## config.mk

```make
export PLATFORM = sky130hd
export DESIGN_NAME = mul_hilo_ctrl
export DESIGN_NICKNAME = d
export VERILOG_FILES = /design/src/rtl/mul_hilo_pkg.sv /design/src/rtl/hilo_acc.sv /design/src/rtl/mul_hilo_ctrl.sv
export SDC_FILE = /design/constraint.sdc
export NUM_CORES = 1
export LEC_CHECK = 0
export CORE_MARGIN = 4
export CORE_UTILIZATION = 55
export CTS_BUF_LIST = sky130_fd_sc_hd__clkbuf_8 sky130_fd_sc_hd__clkbuf_16
export DETAILED_ROUTE_END_ITERATION = 10
export DONT_BUFFER_PORTS = 1
export GPL_TIMING_DRIVEN = 0
export PLACE_DENSITY = 0.79
export RECOVER_POWER = 50
export SYNTH_ARGS = -nofsm -noshare
export SYNTH_HDL_FRONTEND = slang
export SYNTH_SLANG_ARGS = --single-unit
```

## constraint.sdc

```tcl
create_clock -name clk -period 1.76 [get_ports clk]
set_clock_uncertainty 0.1 [all_clocks]
set_input_delay 0.088 -clock clk [delete_from_list [all_inputs] [get_ports clk]]
set_output_delay 0.088 -clock clk [all_outputs]
set_load 0.05 [all_outputs]
```

## src/rtl/mul_hilo_pkg.sv

```systemverilog
// Shared op encoding, FSM states and default multiplier latency for the HI/LO sequencer.
package mul_hilo_pkg;

    localparam int unsigned MulCycleDefault = 5;

    typedef enum logic [2:0] {
        OpMult  = 3'b000,
        OpMultu = 3'b001,
        OpMthi  = 3'b010,
        OpMtlo  = 3'b011,
        OpMadd  = 3'b100,
        OpMaddu = 3'b101,
        OpMsub  = 3'b110,
        OpMsubu = 3'b111
    } hilo_op_e;

    typedef enum logic [1:0] {
        StIdle,
        StMul,
        StAcc,
        StDone
    } mul_hilo_state_e;

endpackage

```

## src/rtl/hilo_acc.sv

```systemverilog
// Combinational HI/LO accumulate: sum = hilo +/- prod, carry/borrow out of the top bit dropped.
// Present only when MUL_HILO_ACC_EN is defined.
`ifdef MUL_HILO_ACC_EN
module hilo_acc #(
    parameter int unsigned W = 64
) (
    input  logic [W-1:0] hilo,
    input  logic [W-1:0] prod,
    input  logic         sub,
    output logic [W-1:0] sum
);

    assign sum = sub ? (hilo - prod) : (hilo + prod);

endmodule
`endif

```

## src/rtl/mul_hilo_ctrl.sv

```systemverilog
// HI/LO owner and sequencer for the pipelined multiplier; stalls EX while a multiply is in flight.
// Define MUL_HILO_ACC_EN to enable MADD/MADDU/MSUB/MSUBU accumulation.
module mul_hilo_ctrl
    import mul_hilo_pkg::*;
#(
    parameter int unsigned DATA_W    = 32,
    parameter int unsigned MUL_CYCLE = MulCycleDefault
) (
    input  logic              clk,
    input  logic              rst,
    input  logic              op_valid,
    input  logic [2:0]        op_type,
    input  logic [DATA_W-1:0] op_src1,
    input  logic [DATA_W-1:0] op_src2,
    input  logic              flush,
    output logic              stall_o,
    output logic              mul_permit,
    output logic              mul_sign,
    output logic [DATA_W-1:0] mul_src1,
    output logic [DATA_W-1:0] mul_src2,
    input  logic [DATA_W-1:0] mul_hi,
    input  logic [DATA_W-1:0] mul_lo,
    input  logic              mul_finish,
    output logic [DATA_W-1:0] hi_o,
    output logic [DATA_W-1:0] lo_o,
    output logic              mul_err_o
);

    localparam int unsigned HiloW   = 2 * DATA_W;
    localparam int unsigned WdLimit = 2 * MUL_CYCLE;
    localparam int unsigned WdW     = $clog2(WdLimit + 1);

    mul_hilo_state_e   state_q, state_d;
    hilo_op_e          op;
    logic              is_mt, mt_hi, is_mul, accept;
    logic [DATA_W-1:0] hi_q, lo_q, src1_q, src2_q;
    logic              sign_q, err_q;
    logic [WdW-1:0]    wd_q;
    logic              wd_tick, wd_fire;
    logic              hilo_we;
    logic [HiloW-1:0]  hilo_d;
    logic              acc_flag;

`ifdef MUL_HILO_ACC_EN
    logic             acc_q, sub_q;
    logic [HiloW-1:0] prod_q, acc_sum;

    assign acc_flag = acc_q;

    hilo_acc #(
        .W(HiloW)
    ) u_hilo_acc (
        .hilo({hi_q, lo_q}),
        .prod(prod_q),
        .sub (sub_q),
        .sum (acc_sum)
    );
`else
    assign acc_flag = 1'b0;
`endif

    // Without accumulation, 11x aliases onto MTHI/MTLO and 10x onto MULT/MULTU.
    assign op = hilo_op_e'(op_type);
    always_comb begin
        is_mt = 1'b0;
        mt_hi = 1'b0;
        unique case (op)
            OpMthi: begin is_mt = 1'b1; mt_hi = 1'b1; end
            OpMtlo: is_mt = 1'b1;
`ifndef MUL_HILO_ACC_EN
            OpMsub:  begin is_mt = 1'b1; mt_hi = 1'b1; end
            OpMsubu: is_mt = 1'b1;
`endif
            default: ;
        endcase
    end

    assign is_mul  = ~is_mt;
    assign accept  = (state_q == StIdle) && op_valid && is_mul && !flush;
    assign wd_tick = (state_q == StMul) && !mul_finish && !flush && (wd_q != WdW'(WdLimit));
    assign wd_fire = wd_tick && (wd_q == WdW'(WdLimit - 1));

    always_ff @(posedge clk) begin
        if (!rst) state_q <= StIdle;
        else      state_q <= state_d;
    end

    always_comb begin
        state_d = state_q;
        if (flush) begin
            state_d = StIdle;
        end else begin
            unique case (state_q)
                StIdle:  if (op_valid && is_mul) state_d = StMul;
                StMul:   if (mul_finish) state_d = acc_flag ? StAcc : StDone;
                StAcc:   state_d = StDone;
                StDone:  state_d = StIdle;
                default: state_d = StIdle;
            endcase
        end
    end

    always_comb begin
        stall_o = 1'b0;
        hilo_we = 1'b0;
        hilo_d  = {hi_q, lo_q};
        if (!flush) begin
            unique case (state_q)
                StIdle: begin
                    stall_o = op_valid && is_mul;
                    if (op_valid && is_mt) begin
                        hilo_we = 1'b1;
                        if (mt_hi) hilo_d[HiloW-1:DATA_W] = op_src1;
                        else       hilo_d[DATA_W-1:0]     = op_src1;
                    end
                end
                StMul: begin
                    stall_o = 1'b1;
                    if (mul_finish && !acc_flag) begin
                        hilo_we = 1'b1;
                        hilo_d  = {mul_hi, mul_lo};
                    end
                end
                StAcc: begin
                    stall_o = 1'b1;
`ifdef MUL_HILO_ACC_EN
                    hilo_we = 1'b1;
                    hilo_d  = acc_sum;
`endif
                end
                default: ;
            endcase
        end
    end

    assign mul_permit = (state_q == StMul);

    always_ff @(posedge clk) begin
        if (!rst) begin
            hi_q   <= '0;
            lo_q   <= '0;
            src1_q <= '0;
            src2_q <= '0;
            sign_q <= 1'b0;
            wd_q   <= '0;
            err_q  <= 1'b0;
        end else begin
            if (hilo_we) {hi_q, lo_q} <= hilo_d;
            if (accept) begin
                src1_q <= op_src1;
                src2_q <= op_src2;
                sign_q <= ~op_type[0];
                wd_q   <= '0;
            end else if (wd_tick) begin
                wd_q <= wd_q + 1'b1;
            end
            if (wd_fire) err_q <= 1'b1;
        end
    end

`ifdef MUL_HILO_ACC_EN
    always_ff @(posedge clk) begin
        if (!rst) begin
            acc_q  <= 1'b0;
            sub_q  <= 1'b0;
            prod_q <= '0;
        end else begin
            if (accept) begin
                acc_q <= op_type[2];
                sub_q <= op_type[2] & op_type[1];
            end
            // Product is only valid while permit is high, so grab it on the finish edge.
            if ((state_q == StMul) && mul_finish && !flush) prod_q <= {mul_hi, mul_lo};
        end
    end
`endif

    assign hi_o      = hi_q;
    assign lo_o      = lo_q;
    assign mul_src1  = src1_q;
    assign mul_src2  = src2_q;
    assign mul_sign  = sign_q;
    assign mul_err_o = err_q;

endmodule

```

==> results of run 1 <==
[kinds of logic after synthesis]
logic type / Yosys count
compound gates: 200
fa+ha+maj: 7
xor+xnor: 3
flops: 136
simple gates: 246
mux: 1
buf+inv: 58
[cell usage after synthesis (2+ instances only)]
cell type	number
xnor2_1	2
a211oi_1	3
nand2b_1	34
a31oi_1	64
buf_6	6
nand2_1	194
clkbuf_1	27
dfxtp_1	136
a21boi_0	64
o21ai_0	8
o31ai_4	2
buf_2	18
nand3b_1	2
inv_1	7
o21ai_1	56
nor2_1	7
ha_1	7
[metal layers]
metal / GRT usage / overflow
met3: 0.706 / 2
met1: 0.843 / 2
met5: 0.205 / 0
met2: 1.11 / 324
met4: 1.01 / 115
[stage by stage]
step           utilization  worst slack (ns)  hold WS (ns)
2_1_floorplan            -           -0.0617         0.133
3_3_place_gp         0.585            -0.454         0.135
3_5_place_dp         0.585            -0.534         0.143
4_1_cts              0.903            -0.235        -0.250
[timing repair]
action                                  4_1_cts
resized for setup                           128
endpoints found under the hold margin       135
setup buffers                                30
pin swaps                                     6
hold buffers                                134
endpoints found under the setup margin      134
gates cloned                                 14
==> results.py, run 1 <==
metrics = {
    "run_status": {
        "firstError": "[ERROR GRT-0232] Routing congestion too high. Check the congestion heatmap in the GUI.",
        "outcome": "aborted with a tool error",
        "haltStage": "global routing",
    },
    "placed_design": {
        "io_buffers": 0,
        "dp_cells": 784,
        "hpwlAfterDp_mm": 13.0,
        "routabilityCongestion": 0.838,
        "placed_cell_area_sq_um": 5700,
    },
    "global_routing": {
        "grt_max_degree": 17,
        "track_usage": 0.896,
        "grt_overflow_total": 443,
    },
    "logic_synthesis": {
        "synth_top_family_by_area": "compound AO/OA/AOI/OAI gates",
        "synth_area_leaders": "dfxtp_1, nand2_1, a21boi_0",
        "async_flop_share": 0,
        "yosys.area_share.xor_xnor": 0.00479,
        "synth_area_leader_cell": "dfxtp_1",
        "synth_edf_count": 0,
        "synth_top_cell_area_share": 0.496,
        "muxShareOfSynthArea": 0.00182,
        "synthAdderAreaFrac": 0.0160,
        "syn_avg_cell_area_sq_um": 8.43,
        "yosysUniqueCellTypes": 31,
        "synth_compound_area_frac": 0.235,
        "syn-num-nets": 794,
        "synthesis.area_sq_um": 5490,
        "ys_seq_area_frac": 0.496,
        "syn_inst": 651,
        "yosys_most_used_dff": "dfxtp_1",
        "synth_simple_gate_area_frac": 0.195,
        "yosys_warnings": 0,
        "yosys_register_bits": 136,
    },
    "clocking": {
        "cts_sinks": 136,
        "cts-root-buf": "clkbuf_8",
        "numCtsBuffers": 17,
        "ctsLongestPathBuffers": 2,
        "h-tree-depth": 4,
    },
    "floorplanning": {
        "dieWidth_um": 108,
        "ios": 268,
        "fp-row-count": 36,
        "start_util": 0.564,
        "die_h_um": 108,
    },
    "sta": {
        "grt-worst-endpoint": "hi_o[1]$_SDFFE_PN0P_/D",
        "worst-ep-kind": "register input",
    },
}
==> inputs of run 2 (changes only) <==
CORE_UTILIZATION = 40   (was 55)
CTS_BUF_LIST = not set   (was sky130_fd_sc_hd__clkbuf_8 sky130_fd_sc_hd__clkbuf_16)
PLACE_DENSITY = not set   (was 0.79)
PLACE_DENSITY_LB_ADDON = 0.15   (was not set)
clock period = 2.29 ns   (was 1.76 ns; I/O delays follow)
==> run 2 against run 1 <==
Net effect:
- the flow now finishes without violations
- synthesized area stayed put
- synthesized cell count unchanged
==> results.py, run 2 <==
metrics = {
    "logic_synthesis": {
        "synth_compound_area_frac": 0.235,
        "muxShareOfSynthArea": 0.00182,
        "netlist_top_cells_count": "nand2_1, dfxtp_1, a21boi_0, a31oi_1, o21ai_1",
        "synth_edf_count": 0,
        "synth_top_family_by_area": "compound AO/OA/AOI/OAI gates",
        "yosys.area_share.xor_xnor": 0.00479,
        "synthesis.area_sq_um": 5490,
        "synth_simple_gate_area_frac": 0.195,
        "async_flop_share": 0,
        "synth_top_cell_area_share": 0.496,
        "syn-num-nets": 794,
        "yosys_warnings": 0,
        "ys_seq_area_frac": 0.496,
        "yosys_register_bits": 136,
        "syn_inst": 651,
        "synthAdderAreaFrac": 0.0160,
        "syn_avg_cell_area_sq_um": 8.43,
        "yosys_most_used_dff": "dfxtp_1",
        "synth_area_leader_cell": "dfxtp_1",
        "synth_most_common_cell": "nand2_1",
        "synth_area_leaders": "dfxtp_1, nand2_1, a21boi_0",
        "yosysUniqueCellTypes": 31,
    },
    "final_layout": {
        "multi_input_area_sq_um": 2510,
        "drive_above_1_share": 0.0899,
        "antenna_cells": 0,
        "final_cell_mix": "nand2_1, dlygate4sd3_1, dfxtp_1",
        "mostFrequentLayoutCell": "nand2_1",
        "seq_area_sq_um": 2730,
        "finalCoreUtilization": 0.583,
        "nets": 953,
        "area_growth_pct": 41.6,
        "fin_area_sq_um": 7780,
        "fill_cells": 1168,
    },
    "clocking": {
        "cts_sinks": 136,
        "cts-root-buf": "clkbuf_16",
        "numCtsBuffers": 17,
        "ctsLongestPathBuffers": 2,
        "clk_pin_slew_ns": 0.06,
        "cts_tree": "yes",
        "h-tree-depth": 4,
        "clock_latency_ns": 0.41,
    },
    "critical_path": {
        "arrival_ns": 2.00,
        "worstSetupStartpointType": "flop",
        "rrSetupSlack_ns": 0.09,
        "crit_required_ns": 2.08,
        "path_max_fanout": 4,
        "cp-end-kind": "output pin",
        "critPathKind": "flop to output pin",
    },
    "global_routing": {
        "grt_max_degree": 17,
        "antenna_found_initial": 0,
        "grt_pass1_wl_mm": 31.7,
        "track_usage": 0.255,
        "grt_pass1_vias": 5888,
        "grt_overflow_total": 0,
    },
    "sta": {
        "layout_min_cycle_time_ns": 2.22,
        "final-setup-viol-count": 0,
        "slew_viol_final": 0,
        "fin_crit_sh": 0.969,
        "tightestPinTransition_ns": 0.678,
        "fmax_mhz": 451,
        "hold_viol": 0,
        "setup_slack_ns": 0.0708,
        "relSlewSlack": 0.548,
    },
    "power": {
        "p_leak_uw": 0.00286,
        "ir_worst_vdd_uv": 424,
        "power.density_nw_per_um2": 804,
    },
    "floorplanning": {
        "fp-row-count": 42,
        "dieWidth_um": 125,
        "core_area_sq_um": 13300,
        "ios": 268,
        "start_util": 0.411,
        "dieArea_sq_um": 15700,
        "die_h_um": 125,
    },
    "flow_run": {
        "drv_cap": 0,
    },
    "routing": {
        "first_iter_violations": 340,
        "drc_errors": 0,
        "num_vias": 5419,
        "wire_per_inst_um": 20.4,
        "drtPass1Iterations": 5,
        "wl_mm": 20.4,
        "via_per_inst": 5.42,
        "ant_nets": 0,
    },
    "worst_hold_path": {
        "hold_path.class": "input pin to flop",
    },
    "placed_design": {
        "placed_cell_area_sq_um": 5720,
        "routabilityCongestion": 0.874,
        "io_buffers": 0,
        "hpwlAfterDp_mm": 14.3,
        "place_ws_ns": -0.390,
    },
    "run_status": {
        "outcome": "completed",
    },
}
-- run 2: cell counts after synthesis --
Identical to the previous run, type by type.
-- run 2: final timing paths --
check,start,cells after the start,end
worst max-delay path,state_q[1],4,stall_o
worst min-delay path,op_type[0],3,hi_o[27]
worst max register to register,state_q[1],8,mul_src1[20]
worst min register to register,state_q[0],2,state_q[0]
-- run 2: through the flow --
step	instances	setup TNS, ns	power [uW]	hold WS, ns
after floorplan	651	0	3090	0.159
after global placement	827	-15.16	3200	0.164
after detailed placement	827	-19.55	3210	0.168
after CTS	998	0	6280	0.0289
after global routing	999	-0.503	6460	0.0126
final	999	0	6250	0.00599
-- run 2: logic make-up (layout without fill, tap and decap cells) --
group / after synthesis / in the layout
buffers and inverters: 58 / 230
AND/OR/NAND/NOR: 246 / 246
XOR/XNOR: 3 / 3
AO/OA/AOI/OAI: 200 / 200
adder cells (fa/ha/maj): 7 / 7
flip-flops: 136 / 136
multiplexers: 1 / 1
-- run 2: what timing repair did --
item / CTS / global route
pin swaps: 2 / 1
hold endpoints to repair: 133 / 0
hold buffers: 135 / 0
setup endpoints to repair: 70 / 98
resized for setup: 8 / 12
buffers inserted: 4 / 2
-- run 2: layer usage --
| metal | track usage | wire length (um) | part of all wire | vias up |
|---|---|---|---|---|
| met5 | 0 | 0 | 0 | - |
| met3 | 0.0738 | 1620 | 0.079 | 58 |
| met2 | 0.449 | 10100 | 0.50 | 276 |
| met4 | 0.110 | 622 | 0.030 | 0 |
| li1 | - | - | - | 2541 |
| met1 | 0.288 | 8020 | 0.39 | 2544 |
-- run 2: worst max-delay path, stage by stage, from the launching register on --
cell and delay (ns):
dfxtp_2 0.34, inv_1 0.13, ha_1 0.29, nand3b_1 0.21
a211oi_4 0.62
-- run 2: area by class of cell --
cell class | count | area share
multi-input cells | 457 | 0.323
well taps | 176 | 0.0283
flip-flops and latches | 136 | 0.350
plain buffers | 50 | 0.0346
clock inverters | 6 | 0.0143
inverters | 7 | 0.00338
repair buffers | 141 | 0.180
clock buffers | 26 | 0.0655
-- run 2: report_power, final --
group / internal, uW / switching [uW]
registers: 2450 / 353
clock network: 1860 / 1000
logic: 289 / 293
Note: power is estimated with default switching activity, not from simulation.
